### config.mk
export PLATFORM = sky130hd
export DESIGN_NAME = fnp_pkt_dispatch
export DESIGN_NICKNAME = d
export VERILOG_FILES = /design/src/rtl/fnp_pkt_dispatch.sv
export SDC_FILE = /design/constraint.sdc
export NUM_CORES = 1
export LEC_CHECK = 0
export BUFFER_PORTS_ARGS = -buffer_cell sky130_fd_sc_hd__buf_2
export CAP_MARGIN = 20
export CORE_MARGIN = 1
export CORE_UTILIZATION = 57
export DETAILED_ROUTE_END_ITERATION = 8
export PLACE_DENSITY_LB_ADDON = 0.05
export SLEW_MARGIN = 25
export SYNTH_ARGS = -nofsm -noshare
export SYNTH_HDL_FRONTEND = slang
export SYNTH_SLANG_ARGS = --single-unit
### constraint.sdc
create_clock -name clk -period 4.6 [get_ports clk]
set_clock_uncertainty 0.2 [all_clocks]
set_input_delay 0.23 -clock clk [delete_from_list [all_inputs] [get_ports clk]]
set_output_delay 0.23 -clock clk [all_outputs]
set_load 0.01 [all_outputs]
### src/rtl/fnp_pkt_dispatch.sv
// Packet dispatcher after the first-node FIFO: pops whole packets only with enough
// downstream credit, repairs missing tails, drops orphan cells, emits one cell per cycle.
module fnp_pkt_dispatch #(
  parameter int MAX_PKT_CELLS = 128,
  parameter int FREE_W        = 9
) (
  input  logic              clk,
  input  logic              rst_n,
  input  logic              i_fnp_fifo_empty,
  input  logic [133:0]      iv_fnp_fifo_data,
  output logic              o_fnp_fifo_rd,
  input  logic [FREE_W-1:0] iv_free_cells,
  output logic [133:0]      ov_pkt_data,
  output logic              o_pkt_data_wr,
  output logic              o_pkt_out_pulse,
  output logic              o_pkt_trunc_pulse,
  output logic              o_drop_cell_pulse
);

  // state   | meaning
  // IDLE    | waiting for a head cell with enough credit; orphans dropped
  // SEND    | packet in flight, last popped cell in hold_data
  // FLUSH   | emit the held tail, no pop
  // DISCARD | dropping the rest of an over-length packet up to its tail
  typedef enum logic [1:0] {
    S_IDLE    = 2'd0,
    S_SEND    = 2'd1,
    S_FLUSH   = 2'd2,
    S_DISCARD = 2'd3
  } state_t;

  localparam int          CNT_W  = $clog2(MAX_PKT_CELLS + 1);
  localparam logic [1:0]  T_HEAD = 2'b01;
  localparam logic [1:0]  T_MID  = 2'b11;
  localparam logic [1:0]  T_TAIL = 2'b10;
  localparam logic [1:0]  T_INV  = 2'b00;
  localparam logic [31:0] MAX_U  = 32'(MAX_PKT_CELLS);
  localparam logic [CNT_W-1:0] CNT_MAX = CNT_W'(MAX_PKT_CELLS);

  state_t           state;
  logic [133:0]     hold_data;
  logic [CNT_W-1:0] cnt;

  logic [1:0] cell_type;
  logic       credit_ok;
  logic       at_max;

  assign cell_type = iv_fnp_fifo_data[133:132];
  assign credit_ok = (32'(iv_free_cells) >= MAX_U);
  assign at_max    = (cnt == CNT_MAX);

  always_comb begin
    o_fnp_fifo_rd = 1'b0;
    if (rst_n && !i_fnp_fifo_empty) begin
      case (state)
        S_IDLE:    o_fnp_fifo_rd = (cell_type != T_HEAD) || credit_ok;
        S_SEND: begin
          if (at_max && (cell_type != T_TAIL))
            o_fnp_fifo_rd = 1'b0;
          else
            o_fnp_fifo_rd = (cell_type != T_HEAD);
        end
        S_FLUSH:   o_fnp_fifo_rd = 1'b0;
        S_DISCARD: o_fnp_fifo_rd = (cell_type != T_HEAD);
        default:   o_fnp_fifo_rd = 1'b0;
      endcase
    end
  end

  always_ff @(posedge clk or negedge rst_n) begin
    if (!rst_n) begin
      state             <= S_IDLE;
      hold_data         <= '0;
      cnt               <= '0;
      ov_pkt_data       <= '0;
      o_pkt_data_wr     <= 1'b0;
      o_pkt_out_pulse   <= 1'b0;
      o_pkt_trunc_pulse <= 1'b0;
      o_drop_cell_pulse <= 1'b0;
    end else begin
      o_pkt_data_wr     <= 1'b0;
      o_pkt_out_pulse   <= 1'b0;
      o_pkt_trunc_pulse <= 1'b0;
      o_drop_cell_pulse <= 1'b0;
      case (state)
        S_IDLE: begin
          if (!i_fnp_fifo_empty) begin
            if (cell_type == T_HEAD) begin
              if (credit_ok) begin
                hold_data <= iv_fnp_fifo_data;
                cnt       <= CNT_W'(1);
                state     <= S_SEND;
              end
            end else begin
              o_drop_cell_pulse <= 1'b1;
            end
          end
        end
        S_SEND: begin
          if (!i_fnp_fifo_empty) begin
            // Packet already at the size limit: close it on the held cell.
            if (at_max && (cell_type != T_TAIL)) begin
              ov_pkt_data       <= {T_TAIL, hold_data[131:0]};
              o_pkt_data_wr     <= 1'b1;
              o_pkt_trunc_pulse <= 1'b1;
              o_pkt_out_pulse   <= 1'b1;
              cnt               <= '0;
              state             <= S_DISCARD;
            end else begin
              case (cell_type)
                T_MID: begin
                  ov_pkt_data   <= hold_data;
                  o_pkt_data_wr <= 1'b1;
                  hold_data     <= iv_fnp_fifo_data;
                  cnt           <= cnt + CNT_W'(1);
                end
                T_TAIL: begin
                  ov_pkt_data   <= hold_data;
                  o_pkt_data_wr <= 1'b1;
                  hold_data     <= iv_fnp_fifo_data;
                  cnt           <= cnt + CNT_W'(1);
                  state         <= S_FLUSH;
                end
                T_HEAD: begin
                  // Tail missing: retag the held cell, leave the head for IDLE.
                  ov_pkt_data       <= {T_TAIL, hold_data[131:0]};
                  o_pkt_data_wr     <= 1'b1;
                  o_pkt_trunc_pulse <= 1'b1;
                  o_pkt_out_pulse   <= 1'b1;
                  cnt               <= '0;
                  state             <= S_IDLE;
                end
                default: begin
                  o_drop_cell_pulse <= 1'b1;
                end
              endcase
            end
          end
        end
        S_FLUSH: begin
          ov_pkt_data     <= hold_data;
          o_pkt_data_wr   <= 1'b1;
          o_pkt_out_pulse <= 1'b1;
          cnt             <= '0;
          state           <= S_IDLE;
        end
        S_DISCARD: begin
          if (!i_fnp_fifo_empty) begin
            if (cell_type == T_HEAD) begin
              state <= S_IDLE;
            end else begin
              o_drop_cell_pulse <= 1'b1;
              if (cell_type == T_TAIL)
                state <= S_IDLE;
            end
          end
        end
        default: state <= S_IDLE;
      endcase
    end
  end

  logic unused_inv;
  assign unused_inv = (T_INV == 2'b00);

endmodule

==> results_dict.tcl, run 1 <==
set metrics [dict create \
    die_x_um 142.5 \
    power_frac_comb_pct 41.5 \
    setup_ws_ps 1371 \
    area_growth_pct 35.85 \
    postCtsSetupBuffers 0 \
    seqPwrFrac_pct 37.3 \
    ir_drop_uv 482.5 \
    synth_ff_type "dfrtp_1" \
    yosysTopAreaCellShare_pct 62.70 \
    r2r-start "state[1]" \
    yosysSeqAreaShare_pct 62.70 \
    postSynthAreaPerCell_um2 16.50 \
    post-dp-hpwl_um 15730 \
    grt_setup_unrepaired "no" \
    firstDrtPassIters 6 \
    cts_buffers 29 \
    ioPinCount 285 \
    total_power_mw 11.90 \
    cp-start-kind "input pin" \
    worstSetupPathType "input pin to flip-flop" \
    initial_utilization_pct 58.02 \
    wire_per_inst_um 18.16 \
    worstMarginPinSlew_ps 918.7 \
    drtIter0Drc 231 \
    finalSetupViolations 0 \
    grt_pass1_wl_um 40220 \
    hp-class "input pin to asynchronous set/reset pin" \
    p_per_area_nw_per_um2 778.5 \
    synth_fp_nets 841 \
    coreArea_um2 19400 \
    switching_power_mw 3.742 \
    grt_usage_pct 25.03 \
    die_y_um 142.5 \
    drt-total-wl_um 25200 \
    dpl_cell_area_um2 12880 \
    yosysTopAreaCell "dfrtp_1" \
    hold_ws_ps 124.7 \
    row_count 51 \
    vias_per_cell 5.187 \
    synth_cell_types 36 \
    swShare_pct 31.44 \
    drt_drc_violations_left 0 \
    final-hold-violation-count 0 \
    fillerInstances 1120 \
    port_buffers 277 \
    p_leak_nw 7.220 \
    hold_buffers 136 \
    max_freq_mhz 309.7 \
    internal_power_mw 8.161 \
    clockPowerShare_pct 21.2 \
    required_ps 4800 \
    place.gp.congestion 0.8503 \
    slew_violations 0 \
    synth_area_um2 11250 \
    h-tree-depth 1 \
    finish.instance_area_um2 15290 \
    ant_nets 0 \
    dpl.cell_count 1199 \
    overflow 0 \
    postSynthCellCount 682 \
    grt_start_max_net_pins 109 \
    cp.arrival_ps 3430 \
    period_share_pct 70.20 \
    status "finished, final reports clean" \
    grt_pass1_vias 7922 \
    final_core_util_pct 78.82 \
    cts_resized 0 \
    cts_sinks 282 \
    final-instance-count-excl-fill 1388 \
    drive_above_1_share_pct 50.53 \
    end_kind "flip-flop" \
    synthTopCellsByArea "dfrtp_1 63%, mux2_2 17%, mux2_4 8.1%" \
    final_net_count 1260 \
    async_reset_ff_share_pct 100.0 \
    synth_edf_count 0 \
    cp_max_fo 45 \
    clockBufferDepth 3 \
    dp_slack_ps 1381 \
    period_minus_slack_ps 3229 \
    slew_headroom_pct 38.61 \
    cts_tree "yes" \
    synth_seq_cells 282 \
    antenna_found_initial 1 \
    critPathLaunch "iv_fnp_fifo_data[132]" \
    yosysWarnings 0 \
    clk_pin_slew_ps 60 \
    clock-root-buffer "clkbuf_16" \
    vias 7199 \
    cap_violations 0 \
    finalSetupTns_ps 0 \
    die_area_um2 20310 \
    clock_latency_ps 520 \
]
placed cells by master (no fill, tap or decap), drive strengths merged, types with 6 or more instances in the layout:
cell type / instances
mux2: 268
dfrtp: 282
dlygate4sd3: 136
bufinv: 6
inv: 8
nand2: 9
ha: 13
buf: 286
nor2: 7
clkbuf: 42
nand2b: 6
a31oi: 14
worst paths after layout:
| check | to | slack, ps | cells after the start |
|---|---|---|---|
| hold reg to reg | ov_pkt_data[74] | 280 | 1 |
| setup reg to reg | ov_pkt_data[36] | 1450 | 6 |
| min in group clk | state[0] | 170 | 5 |
| hold / removal | hold_data[78] | 120 | 2 |
| max in group asynchronous | hold_data[6] | 2740 | 3 |
| setup / recovery | ov_pkt_data[36] | 1370 | 9 |
cell families after synthesis:
group                      synth area share (%)
DFF                                       62.70
adders and majority gates                 1.445
and+or+nand+nor                           1.812
buffers and inverters                     2.368
muxes                                     29.12
AOI/OAI and AO/OA                         2.557
final cells by class:
type / count / area, um2 / area share, %
diodes: 1 / 2.502 / 0.01637
clock buffers: 42 / 844.6 / 5.524
clock inverters: 10 / 200.2 / 1.309
inverters: 8 / 30.03 / 0.1964
multi-input cells: 358 / 3945 / 25.80
flip-flops and latches: 282 / 7057 / 46.15
well taps: 265 / 331.6 / 2.169
repair buffers: 422 / 2879 / 18.83
flip-flops by register name, summed over array words and instances, names as in the netlist:
signal,count
hold_data,134
ov_pkt_data,134
cnt,8
state,2
o_drop_cell_pulse,1
o_pkt_data_wr,1
o_pkt_out_pulse,1
o_pkt_trunc_pulse,1
cell usage after synthesis, types with 2 or more instances:
master	number
buf_2	15
nand2b_1	6
o21ai_0	5
dfrtp_1	282
mux2_1	39
mux2i_1	3
mux2_4	61
and3_1	3
inv_1	8
a211oi_1	2
clkbuf_1	2
nor3_1	3
nor2_1	6
o21a_1	3
buf_6	8
nor4b_4	2
mux2_2	168
nand2_1	9
a21oi_1	4
ha_1	13
nand3_1	2
buf_4	8
a211o_1	4
a31oi_1	14
critical path, cell delays in order:
cell and delay, ps:
dlygate4sd3_1 540, buf_2 150, inv_1 80, ha_1 270, nor4b_4 460, a21oi_2 200
nor2_4 760, buf_12 350, mux2_2 380
metal layers:
metal | GRT usage [%] | vias up | routed length (um)
li1 | - | 3265 | -
met5 | 0 | - | 0
met3 | 7.604 | 56 | 1962
met1 | 30.42 | 3623 | 10140
met4 | 8.659 | 0 | 765
met2 | 42.36 | 255 | 12330
power by group through the flow:
stage,registers (mW),logic [mW],clock network [mW]
after floorplan,4.61,3.28,0
after global placement,4.34,4.66,0
after detailed placement,4.44,4.85,0
after CTS,4.42,4.96,2.56
after global routing,4.59,5.31,2.67
final,4.44,4.95,2.52
Power figures use the tool's default switching activity.
==> inputs of run 2 (changes only) <==
Settings changed: ABC_AREA from default to 1, CORE_UTILIZATION 57 to 48.
Clock period 4.6 ns to 2.8 ns, I/O delays scaled along.
==> run 2 against run 1 <==
Via count grew 29%; sequential share of layout area shrank 1.3 points; final cell count grew 47%; synthesized cell count up 91%; combinational power rose by 50%; highest routed layer unchanged; worst hold slack worse by 87 ps; register-to-register slack worse by 1200 ps; first-iteration DRC count grew to 2.6 times the previous value; clock-buffer cell count down 1; clock power rose by 67%.
==> results_dict.tcl, run 2 <==
set metrics [dict create \
    status "finished, final reports clean" \
    initial_utilization_pct 49.42 \
    drt_drc_violations_left 0 \
    end_kind "flip-flop" \
    period_minus_slack_ps 2508 \
    synthTopCellsByArea "dfrtp_1 60%, nand2_1 19%, inv_1 5.0%" \
    postCtsSetupBuffers 0 \
    synth_seq_cells 282 \
    ant_nets 0 \
    yosysTopAreaCell "dfrtp_1" \
    vias_per_cell 4.527 \
    required_ps 3070 \
    grt_pass1_vias 8831 \
    crit_family "buffers and inverters" \
    final_cell_mix "583 x nand2_1, 282 x dfrtp_1, 276 x buf_2" \
    worstMarginPinSlew_ps 780.9 \
    dpl.cell_count 1849 \
    synth_area_um2 11740 \
    drt-total-wl_um 26950 \
    final-instance-count-excl-fill 2044 \
    port_buffers 277 \
    cp_num_buf_inv 2 \
    yosysMostFrequentCell "nand2_1" \
    ir_drop_uv 865.7 \
    place.gp.congestion 0.8358 \
    cp.arrival_ps 2780 \
    synth_edf_count 0 \
    finalSetupViolations 0 \
    synth_fp_nets 1459 \
    worst_path_max_delay_cell "buf_12" \
    synthTopCellsByCount "583 x nand2_1, 282 x dfrtp_1, 157 x inv_1" \
    wire_per_inst_um 13.18 \
    ioPinCount 285 \
    final_net_count 1859 \
    worstSetupPathType "flip-flop to flip-flop" \
    drtIter0Drc 591 \
    slew_violations 0 \
    grt_start_max_net_pins 143 \
    hp-class "input pin to flip-flop" \
    cp-start-kind "flip-flop" \
    clk_pin_slew_ps 60 \
    yosysTopAreaCellShare_pct 60.12 \
    clock-root-buffer "clkbuf_16" \
    crit_path_max_incr_delay_ps 480 \
    cts_sinks 282 \
    crit_chain "inv_1, ha_1, nand3_1, nand4_4, buf_12, nand2_1, o21ai_2" \
    clockBufferDepth 3 \
    yosysWarnings 0 \
    p_per_area_nw_per_um2 1181 \
    postSynthAreaPerCell_um2 9.029 \
    firstDrtPassIters 5 \
    die_area_um2 25080 \
    mostFrequentLayoutCell "nand2_1" \
    reg_top3 "hold_data x134, ov_pkt_data x134, cnt x8" \
    slew_headroom_pct 47.94 \
    die_y_um 158.4 \
    overflow 0 \
    synth_cell_types 22 \
    vias 9254 \
    yosysSeqAreaShare_pct 60.12 \
    cap_violations 0 \
    async_reset_ff_share_pct 100.0 \
    drive_above_1_share_pct 23.85 \
    period_share_pct 89.58 \
    finalSetupTns_ps 0 \
    cts_tree "yes" \
    antenna_found_initial 1 \
    die_x_um 158.4 \
    fillerInstances 2016 \
    row_count 56 \
    final-hold-violation-count 0 \
    h-tree-depth 1 \
    cp_max_fo 142 \
    hold_buffers 138 \
    cts_buffers 30 \
    synth_ff_type "dfrtp_1" \
    max_freq_mhz 398.7 \
    post-dp-hpwl_um 16120 \
    grt_usage_pct 21.47 \
    clock_latency_ps 540 \
    area_growth_pct 34.05 \
    total_power_mw 18.58 \
    p_leak_nw 8.837 \
    grt_pass1_wl_um 43420 \
    cts_resized 0 \
    grt_setup_unrepaired "no" \
    coreArea_um2 23750 \
    postSynthCellCount 1300 \
]
run 2: worst min-delay path, delay by kind of cell:
family,cells,cell delay [ps]
AND/OR/NAND/NOR,6,500
buffers and inverters,1,100
run 2: cells by family (layout without fill, tap and decap cells):
family / Yosys count / in the layout / share of synthesized area (%)
other cells: 0 / 2 / 0
compound gates: 153 / 153 / 8.261
fa+ha+maj: 13 / 13 / 1.386
buf+inv: 223 / 646 / 9.455
flops: 282 / 282 / 60.12
simple gates: 629 / 629 / 20.78
run 2: path summary, 6_finish.rpt:
kind / endpoint / cells after the start / start / slack (ps)
worst min-delay path: state[0] / 7 / iv_free_cells[8] / 40
max in group asynchronous: hold_data[73] / 4 / rst_n / 1250
worst min register to register: ov_pkt_data[0] / 2 / hold_data[0] / 260
min in group asynchronous: ov_pkt_data[114] / 4 / rst_n / 520
worst max register to register: hold_data[61] / 7 / state[1] / 290
worst max-delay path: hold_data[61] / 7 / state[1] / 290
run 2: power by group:
group / switching, mW / total (mW) / internal (mW)
Clock: 1.62 / 4.21 / 2.59
Combinational: 4.71 / 7.44 / 2.73
Sequential: 0.913 / 6.94 / 6.03
run 2: layout make-up:
cell class	count	area, um2	area share [%]
Inverter	163	614.3	3.905
Clock inverter	14	176.4	1.121
Multi-Input combinational cell	795	3578	22.74
Timing Repair Buffer	428	3010	19.13
Clock buffer	41	893.4	5.678
Antenna cell	2	5.005	0.03181
Sequential cell	282	7057	44.85
Tap cell	319	399.1	2.537
run 2: stage by stage:
step / instance area (um2) / util [%] / worst slack, ps / hold slack (ps)
final: 15730 / 66.24 / 291.8 / 37.44
after global routing: 15730 / 66.23 / 77.78 / 129.8
after CTS: 15730 / 66.22 / 298.6 / 25.67
after detailed placement: 13270 / 55.86 / 308.7 / -152.7
after global placement: 13270 / 55.86 / 346.7 / -156.2
after floorplan: 11740 / - / 894.7 / -355.6
run 2: layer usage:
metal	wire (um)	global-route usage (%)	vias to the layer above
met5	0	0	-
met4	478	5.403	0
met1	12120	28.97	4227
met3	2070	5.553	40
met2	12280	34.48	242
li1	-	-	4745
